<file path="config.mk">
export PLATFORM = sky130hd
export DESIGN_NAME = key_voice_allocator
export DESIGN_NICKNAME = d
export VERILOG_FILES = /design/src/rtl/key_voice_allocator.sv
export SDC_FILE = /design/constraint.sdc
export NUM_CORES = 1
export LEC_CHECK = 0
export BUFFER_PORTS_ARGS = -buffer_cell sky130_fd_sc_hd__buf_2
export CORE_MARGIN = 1
export CORE_UTILIZATION = 40
export DETAILED_ROUTE_END_ITERATION = 8
export HOLD_SLACK_MARGIN = 0.02
export PLACE_DENSITY_LB_ADDON = 0.1
export SYNTH_ARGS = -nofsm -noshare
export SYNTH_HDL_FRONTEND = slang
export SYNTH_SLANG_ARGS = --single-unit
</file>
<file path="constraint.sdc">
create_clock -name clk_i -period 3.53 [get_ports clk_i]
set_input_delay 0.353 -clock clk_i [delete_from_list [all_inputs] [get_ports clk_i]]
set_output_delay 0.353 -clock clk_i [all_outputs]
set_load 0.05 [all_outputs]
</file>
<file path="src/rtl/key_voice_allocator.sv">
// Polyphonic key-to-voice allocator: ASCII press/release events -> notes 1..21 on NUM_VOICES channels.
// Optional build macro VOICE_STEAL_EN: steal the oldest voice when all are busy instead of dropping.
module key_voice_allocator #(
    parameter int NUM_VOICES = 4,
    parameter int NOTE_W     = 5,
    parameter int AGE_W      = 3
) (
    input  logic                         clk_i,
    input  logic                         rst_ni,
    input  logic                         key_valid_i,
    output logic                         key_ready_o,
    input  logic [7:0]                   key_ascii_i,
    input  logic                         key_release_i,
    input  logic                         all_off_i,
    output logic [NUM_VOICES*NOTE_W-1:0] voice_note_o,
    output logic [NUM_VOICES-1:0]        voice_active_o,
    output logic [NUM_VOICES-1:0]        voice_trig_o,
    output logic                         overflow_o
);
    localparam int IDX_W = $clog2(NUM_VOICES);

    typedef enum logic [1:0] {S_IDLE, S_LOOKUP, S_COMMIT} state_t;

    state_t                 state_q;
    logic                   ready_q;
    logic [7:0]             ascii_q;
    logic                   release_q;
    logic [NOTE_W-1:0]      note_q [NUM_VOICES];
    logic [AGE_W-1:0]       age_q  [NUM_VOICES];
    logic [NUM_VOICES-1:0]  trig_q;
    logic [NOTE_W-1:0]      evt_note_q;
    logic                   hit_q, free_q;
    logic [IDX_W-1:0]       hit_idx_q, free_idx_q;

    logic [NOTE_W-1:0]      lk_note;
    logic                   lk_hit, lk_free;
    logic [IDX_W-1:0]       lk_hit_idx, lk_free_idx;
    logic                   press_go;
    logic [IDX_W-1:0]       press_idx;
`ifdef VOICE_STEAL_EN
    logic [IDX_W-1:0]       old_idx_q, lk_old_idx;
    logic [AGE_W-1:0]       lk_old_age;
`else
    logic                   drop;
    logic                   overflow_q;
`endif

    function automatic logic [4:0] decode(input logic [7:0] c);
        logic [7:0] u;
        u = (c >= 8'h61 && c <= 8'h7A) ? c - 8'h20 : c;
        case (u)
            8'h51: decode = 5'd1;   8'h57: decode = 5'd2;   8'h45: decode = 5'd3;
            8'h52: decode = 5'd4;   8'h54: decode = 5'd5;   8'h59: decode = 5'd6;
            8'h55: decode = 5'd7;   8'h41: decode = 5'd8;   8'h53: decode = 5'd9;
            8'h44: decode = 5'd10;  8'h46: decode = 5'd11;  8'h47: decode = 5'd12;
            8'h48: decode = 5'd13;  8'h4A: decode = 5'd14;  8'h5A: decode = 5'd15;
            8'h58: decode = 5'd16;  8'h43: decode = 5'd17;  8'h56: decode = 5'd18;
            8'h42: decode = 5'd19;  8'h4E: decode = 5'd20;  8'h4D: decode = 5'd21;
            default: decode = 5'd0;
        endcase
    endfunction

    // Voice table search; note 0 marks a free voice, so an unmapped code never "hits".
    always_comb begin
        lk_note     = NOTE_W'(decode(ascii_q));
        lk_hit      = 1'b0;
        lk_hit_idx  = '0;
        lk_free     = 1'b0;
        lk_free_idx = '0;
        for (int i = 0; i < NUM_VOICES; i++) begin
            if (!lk_hit && lk_note != '0 && note_q[i] == lk_note) begin
                lk_hit     = 1'b1;
                lk_hit_idx = IDX_W'(i);
            end
            if (!lk_free && note_q[i] == '0) begin
                lk_free     = 1'b1;
                lk_free_idx = IDX_W'(i);
            end
        end
`ifdef VOICE_STEAL_EN
        lk_old_idx = '0;
        lk_old_age = age_q[0];
        for (int i = 1; i < NUM_VOICES; i++) begin
            if (age_q[i] > lk_old_age) begin
                lk_old_age = age_q[i];
                lk_old_idx = IDX_W'(i);
            end
        end
`endif
    end

    always_comb begin
        press_go  = 1'b0;
        press_idx = hit_idx_q;
`ifndef VOICE_STEAL_EN
        drop      = 1'b0;
`endif
        if (evt_note_q != '0 && !release_q) begin
            if (hit_q) begin
                press_go = 1'b1;
            end else if (free_q) begin
                press_go  = 1'b1;
                press_idx = free_idx_q;
            end else begin
`ifdef VOICE_STEAL_EN
                press_go  = 1'b1;
                press_idx = old_idx_q;
`else
                drop = 1'b1;
`endif
            end
        end
    end

    always_ff @(posedge clk_i or negedge rst_ni) begin
        if (!rst_ni) begin
            state_q    <= S_IDLE;
            ready_q    <= 1'b1;
            ascii_q    <= '0;
            release_q  <= 1'b0;
            trig_q     <= '0;
            evt_note_q <= '0;
            hit_q      <= 1'b0;
            free_q     <= 1'b0;
            hit_idx_q  <= '0;
            free_idx_q <= '0;
            for (int i = 0; i < NUM_VOICES; i++) begin
                note_q[i] <= '0;
                age_q[i]  <= '0;
            end
`ifdef VOICE_STEAL_EN
            old_idx_q  <= '0;
`else
            overflow_q <= 1'b0;
`endif
        end else begin
            trig_q <= '0;
`ifndef VOICE_STEAL_EN
            overflow_q <= 1'b0;
`endif
            if (all_off_i) begin
                state_q <= S_IDLE;
                ready_q <= 1'b1;
                for (int i = 0; i < NUM_VOICES; i++) begin
                    note_q[i] <= '0;
                    age_q[i]  <= '0;
                end
            end else begin
                case (state_q)
                    S_IDLE: if (key_valid_i) begin
                        ascii_q   <= key_ascii_i;
                        release_q <= key_release_i;
                        ready_q   <= 1'b0;
                        state_q   <= S_LOOKUP;
                    end
                    S_LOOKUP: begin
                        evt_note_q <= lk_note;
                        hit_q      <= lk_hit;
                        hit_idx_q  <= lk_hit_idx;
                        free_q     <= lk_free;
                        free_idx_q <= lk_free_idx;
`ifdef VOICE_STEAL_EN
                        old_idx_q  <= lk_old_idx;
`endif
                        state_q    <= S_COMMIT;
                    end
                    S_COMMIT: begin
                        if (press_go) begin
                            for (int i = 0; i < NUM_VOICES; i++) begin
                                if (IDX_W'(i) == press_idx) begin
                                    note_q[i] <= evt_note_q;
                                    age_q[i]  <= '0;
                                    trig_q[i] <= 1'b1;
                                end else if (note_q[i] != '0 && age_q[i] != '1) begin
                                    age_q[i] <= age_q[i] + 1'b1;
                                end
                            end
                        end else if (release_q && hit_q) begin
                            note_q[hit_idx_q] <= '0;
                            age_q[hit_idx_q]  <= '0;
                        end
`ifndef VOICE_STEAL_EN
                        overflow_q <= drop;
`endif
                        ready_q <= 1'b1;
                        state_q <= S_IDLE;
                    end
                    default: begin
                        ready_q <= 1'b1;
                        state_q <= S_IDLE;
                    end
                endcase
            end
        end
    end

    for (genvar g = 0; g < NUM_VOICES; g++) begin : g_out
        assign voice_note_o[g*NOTE_W +: NOTE_W] = note_q[g];
        assign voice_active_o[g]                = |note_q[g];
    end

    assign key_ready_o  = ready_q;
    assign voice_trig_o = trig_q;
`ifdef VOICE_STEAL_EN
    assign overflow_o = 1'b0;
`else
    assign overflow_o = overflow_q;
`endif
endmodule

</file>
# --- Word level (Yosys, flattened, before mapping) ---
# Index checks and enable logic that the tools add are counted.
# Widths: inputs -> output; s select.
totals:
  register_bits: 48
  output_inout_bits: 30
  wordCells: 152
  input_bits: 13
op_classes:
  bitwise_logic: 4
  n_lt_le_gt_ge: 4
  add_sub_neg: 1
  reduce_logical: 42
  mux: 50
  n_eq_ne: 36
op_table:
  columns: ["cell", "n"]
  rows:
  - ["$eq 8x7->1 const B", 21]
  - ["$pmux 5 s21", 1]
  - ["$mux 20", 4]
  - ["$mux 5", 5]
  - ["$mux 1", 24]
  - ["$and 20x20->20", 1]
  - ["$eq 5x5->1", 4]
  - ["$logic_not 5->1", 4]
  - ["$not 20->20", 1]
  - ["$reduce_or 5->1", 4]
  - ["$mux 2", 9]
  - ["$reduce_and 3->1", 5]
  - ["$logic_and 1x1->1", 14]
  - ["$mux 4", 3]
  - ["$ne 3x2->1 const B", 4]
  - ["$demux 5 s2", 1]
  - ["$reduce_bool 5->1", 2]
  - ["$ge 8x7->1 const B", 1]
  - ["$le 8x7->1 const B", 1]
  - ["$mux 8", 1]
  - ["$sub 8x6->8 const B", 1]
  - ["$logic_not 1->1", 7]
  - ["$eq 2x2->1 const A", 2]
  - ["$logic_not 2->1", 2]
  - ["other kinds (14)", 15]

# --- Logic depth before layout (Yosys ltp) ---
logic_depth:
  word_depth: 20
  ltp_mapped: 12

# --- Worst setup path before layout ---
# Ideal clock, no wire load.
synth_timing:
  path_kind: "register to register"
  from: "reg ascii_q[3]"
  to: "reg hit_q"
  synth_period_minus_slack_ns: 2.576
  setup_slack_ns: 0.954
  required_time_ns: 3.436
  n_path_buf: 1
  setup_ns: 0.094
  t_arrival_ns: 2.482
  path_stages_with_launch: 10
  path_cell_list: "dfrtp_1 buf_6 or2_2 o311a_4 a21oi_1 xor2_1 or4_1 o21ai_1 nor2_1 a221oi_2"
synth_between:
  elab_chain_len: 20
  word_cells_on_any_way: 46
  cone_classes: "add/sub (1); order compare (2); eq/ne (25); mux (6); reduce/logical (12)"
synth_lines:
  columns: ["item", "line", "text"]
  rows:
  - ["from (decl)", "26", "logic [7:0] ascii_q;"]
  - ["from (signal assigned)", "151", "ascii_q <= key_ascii_i;"]
  - ["$ge 8x7->1 or $le 8x7->1 (tied branches)", "50", "u = (c >= 8'h61 && c <= 8'h7A) ? c - 8'h20 : c;"]
  - ["$logic_and 1x1->1", "50", null]
  - ["$mux 8 (*)", "50", null]
  - ["$eq 8x7->1", "51", "case (u)"]
  - ["$pmux 5 s21 (*)", "51", null]
  - ["$eq 5x5->1 or $reduce_bool 5->1 (tied branches)", "71", "if (!lk_hit && lk_note != '0 && note_q[i] == lk_note) begin"]
  - ["$logic_and 1x1->1", "71", null]
  - ["$mux 1", "71", null]
  - ["$logic_not 1->1", "71", null]
  - ["$logic_and 1x1->1 (2 in a row)", "71", null]
  - ["$mux 1", "71", null]
  - ["$logic_not 1->1", "71", null]
  - ["$logic_and 1x1->1 (2 in a row)", "71", null]
  - ["$mux 1", "71", null]
  - ["$logic_not 1->1", "71", null]
  - ["$logic_and 1x1->1 (2 in a row)", "71", null]
  - ["$mux 1 (*)", "71", null]
  - ["to (signal assigned)", "158", "hit_q <= lk_hit;"]
  - ["to (decl)", "32", "logic hit_q, free_q;"]
# Mark *: on every way between the ends. The rest lies on a longest branch, timed or not.
# A chain may end at the register's enable or synchronous reset.

# --- Worst setup path after layout ---
layout_timing:
  from: "reg ascii_q[2]"
  to: "reg hit_idx_q[1]"
layout_between:
  elab_chain_len: 20
  word_cells_on_any_way: 47
  cone_classes: "add/sub (1); order compare (2); eq/ne (25); mux (7); reduce/logical (12)"
layout_lines:
  columns: ["item", "line", "text"]
  rows:
  - ["$ge 8x7->1 or $le 8x7->1 (tied branches)", "50", null]
  - ["$logic_and 1x1->1", "50", null]
  - ["$mux 8 (*)", "50", null]
  - ["$eq 8x7->1", "51", null]
  - ["$pmux 5 s21 (*)", "51", null]
  - ["$eq 5x5->1 or $reduce_bool 5->1 (tied branches)", "71", null]
  - ["$logic_and 1x1->1", "71", null]
  - ["$mux 1", "71", null]
  - ["$logic_not 1->1", "71", null]
  - ["$logic_and 1x1->1 (2 in a row)", "71", null]
  - ["$mux 1", "71", null]
  - ["$logic_not 1->1", "71", null]
  - ["$logic_and 1x1->1 (2 in a row)", "71", null]
  - ["$mux 1", "71", null]
  - ["$logic_not 1->1", "71", null]
  - ["$logic_and 1x1->1 (2 in a row)", "71", null]
  - ["$mux 2 (*)", "71", null]
  - ["to (signal assigned)", "159", "hit_idx_q <= lk_hit_idx;"]
  - ["to (decl)", "33", "logic [IDX_W-1:0] hit_idx_q, free_idx_q;"]
# Marks and branches as above.

==> summary.md <==
| Metric | Value |
|---|---|
| Outcome | `finished, final reports clean` |
| Post-detailed-route DRC marker count | `0` |
| Post-synth top area cell | `dfrtp_1` |
| Synth unique cells | `72` |
| CP Buf/Inv Count | `0` |
| Clock tree from TritonCTS | `built` |
| Startpoint type of the worst setup path | `register` |
| Sum of met2 wire segment lengths after detailed routing | `3800 µm` |
| Via count | `2765` |
| Cell Chain, Critical Path | `and4b_1 -> a2111oi_2 -> or2_1 -> a31oi_1 -> o221ai_1 -> nand3_1 -> a32o_2 -> nor3_1 -> a211oi_2` |
| Routed wire per std cell | `17.7 µm` |
| Maximum level of the CTS H-tree | `2` |
| Die area | `8310 µm²` |
| Number of flops mapped to enable cells by yosys | `0` |
| Total count of max-transition violations in the final report | `0` |
| First-pass detailed-route iteration total | `4` |
| Highest clock rate | `318 MHz` |
| Buffers inserted during post-CTS setup optimization | `0` |
| Remaining global-route overflow | `0` |
| Post-synthesis cell count | `339` |
| DP HPWL | `6240 µm` |
| First-pass GRT wire length | `14000 µm` |
| Synth warn | `0` |
| Part of the Yosys area used for sequential elements | `0.378` |
| Initial core utilization | `0.413` |
| Commonest register cell after synthesis | `dfrtp_1` |
| Setup slack after placement | `496 ps` |
| Worst setup path category | `register to register` |
| Total of endpoints with negative setup slack in the final report | `0` |
| Share of cells above drive strength 1 | `0.242` |
| Type of the most critical hold path | `primary input to asynchronous set/reset pin` |
| Final setup TNS | `0 ps` |
| Largest net degree at the start of global routing | `49` |
| Part of the cycle the worst path needs | `0.891` |
| Antenna viol nets, final | `0` |
| Root cell of the clock tree | `clkbuf_8` |
| Insertion delay of the later-clocked pin in the worst-skew pair | `310 ps` |
| Min Clock Period, post-route | `3150 ps` |
| Total length of routed wires | `8450 µm` |
| Count of cells along the worst register-to-register path | `9` |
| Proportion of synthesized flip-flops having asynchronous set or reset | `1.00` |
| Worst setup slack after layout | `384 ps` |
| Count of filler cells inserted in the layout | `788` |
| Portion of synthesized cell area occupied by the leading cell type | `0.370` |
| Clock sink count | `48` |
| Number of hold buffers added after cts | `0` |
| Sum of met3 wire segment lengths after detailed routing | `461 µm` |
| Height of the die | `91.1 µm` |
| Layout Nets | `389` |
| Max Cap Viol | `0` |
| Worst-margin pin slew | `1090 ps` |
| Last element of the critical path | `hit_idx_q[1]` |
| Total GRT Usage | `0.217` |
| Number of ports placed on the die boundary | `43` |
| Total area of sequential cells | `1200 µm²` |
| Largest cells by area after synthesis | `dfrtp_1 37%, nand2_1 4.0%, a32oi_1 3.6%` |
| Floorplan row count | `32` |
| Routed met1 length | `4120 µm` |
| Die Span X | `91.1 µm` |
| Mean instance size in the synthesized netlist | `9.37 µm²` |
| Worst slew margin relative to its limit | `0.273` |
| Vias per Instance | `5.78` |
| R2r endpoint | `hit_idx_q[1]` |
| Top layer used by detailed routing | `met4` |
| Syn Std Cell Area | `3180 µm²` |
| Count of buffers inserted at the top-level ports | `42` |
| Multi-input combinational cell area | `1820 µm²` |
| Critical path's slowest cell | `dfrtp_1` |
| RSZ-0062 raised after global routing | `no` |
| Core footprint | `7690 µm²` |
| Worst Setup End Kind | `register` |
| Area growth from synthesis to layout | `12.6%` |
| Final hold violation count | `0` |
| Worst endpoint required time | `3710 ps` |
| Total inserted antenna cells | `0` |
| Setup slack, reg-to-reg | `380 ps` |
| #FFs+latches synth | `48` |
| Worst path top cell family by delay | `compound AO/OA/AOI/OAI gates` |
| Routability Congestion | `0.904` |
| Syn Nets | `353` |
| Arrival time at the worst endpoint | `3320 ps` |
| Worst-path maximum fanout | `22` |
| Initial drt markers | `181` |
| Number of gates on the worst path with buffers counted | `9` |
| Cell area power density | `590 nW/µm²` |
| CP peak stage delay | `790 ps` |
| Crit. Startpoint | `ascii_q[2]` |
| Num CTS Buffers | `5` |
| Leakage component of the power | `1.63 nW` |
| Final worst clock skew | `5.86 ps` |
| Number of gates resized after CTS | `0` |
| Peak ir drop on the vdd network | `0.198 mV` |
| Via count of the first global-routing pass | `2607` |
| Clock tree buffer depth | `2` |
| Post-CTS clock slew at the launch and capture registers of the worst setup and hold paths | `100 ps` |
| Origin of the critical flop-to-flop path | `ascii_q[2]` |
| Initial antenna violation count | `0` |
layout make-up:
cell class              instances  share of cell area
inverters                      13              0.0136
well taps                     102              0.0357
multi-input cells             261               0.509
clock buffers                   5              0.0192
clock inverters                 3              0.0192
flip-flops and latches         48               0.336
repair buffers                 46              0.0671
cell usage after synthesis, types with 4 or more instances:
master,n
dfrtp_1,47
nand2_1,34
nor2_1,22
o21ai_0,21
a32oi_1,13
inv_1,13
nor2b_1,12
a21oi_1,10
nor3_1,8
mux2_2,7
nand3_1,7
o21ai_1,7
xnor2_1,7
a22o_1,6
clkbuf_1,6
nor3b_1,6
or2_2,6
o31ai_1,5
a22oi_1,4
and3_1,4
buf_2,4
buf_6,4
nand2b_1,4
nand4b_1,4
o22ai_1,4
or4_1,4
metrics by stage:
stage / cell area [µm²] / power (mW) / instances / hold slack [ps] / util
after floorplan: 3180 / 1.42 / 339 / 57.4 / -
after global placement: 3440 / 1.61 / 470 / 463 / 0.448
after detailed placement: 3440 / 1.62 / 470 / 471 / 0.448
after CTS: 3580 / 2.12 / 478 / 242 / 0.466
after global routing: 3580 / 2.24 / 478 / 256 / 0.466
final: 3580 / 2.11 / 478 / 232 / 0.466
layer usage:
metal  global-route usage  up-vias
li1                     -     1351
met1                0.323     1334
met2                0.327       73
met3               0.0285        7
met4               0.0622        0
met5                    0        -
cell usage in the layout, fill, tap and decap left out, types with 5 or more instances in the layout:
cell and instances:
a22o_1 6, xnor2_1 7, a32oi_1 13, buf_2 42, mux2_2 7, o31ai_1 5, nor2_1 22, dfrtp_1 47
nor3_1 8, clkbuf_8 5, inv_1 13, o21ai_1 7, a21oi_1 10, nand3_1 7, nor3b_1 6, nor2b_1 12
nand2_1 34, or2_2 6, o21ai_0 21
report_power, final:
group	total, mW	leakage [nW]	internal [mW]	switching (mW)
registers	0.745	0.637	0.608	0.136
clock network	0.498	0.0687	0.286	0.212
logic	0.871	0.922	0.310	0.561
total	2.11	1.63	1.20	0.909
how the worst min path moves through the flow:
| stage | from | endpoint | cells after the start |
|---|---|---|---|
| 5_1_grt | key_ascii_i[5] | ascii_q[5] | 3 |
| 6_report | rst_ni | ascii_q[1] | 1 |
| 3_3_place_gp | free_idx_q[1] | free_idx_q[1] | 2 |
| 3_5_place_dp | free_idx_q[0] | free_idx_q[0] | 2 |
| 4_1_cts | key_ascii_i[5] | ascii_q[5] | 3 |
| 2_1_floorplan | rst_ni | ascii_q[0] | 0 |
state kept, by name, summed over array words and instances, names as in the netlist:
signal	cells
voice_note_o	20
ascii_q	8
evt_note_q	5
voice_trig_o	4
free_idx_q	2
hit_idx_q	2
state_q	2
free_q	1
hit_q	1
key_ready_o	1
overflow_o	1
release_q	1
logic make-up (layout without fill, tap and decap cells):
logic type | Yosys count | count (layout) | synth area share
AO/OA/AOI/OAI | 102 | 102 | 0.246
XOR/XNOR | 10 | 10 | 0.0276
adder cells (fa/ha/maj) | 1 | 1 | 0.00394
buffers and inverters | 30 | 67 | 0.0500
flip-flops | 48 | 48 | 0.378
multiplexers | 10 | 10 | 0.0343
AND/OR/NAND/NOR | 138 | 138 | 0.260
Note: power is estimated with default switching activity, not from simulation.
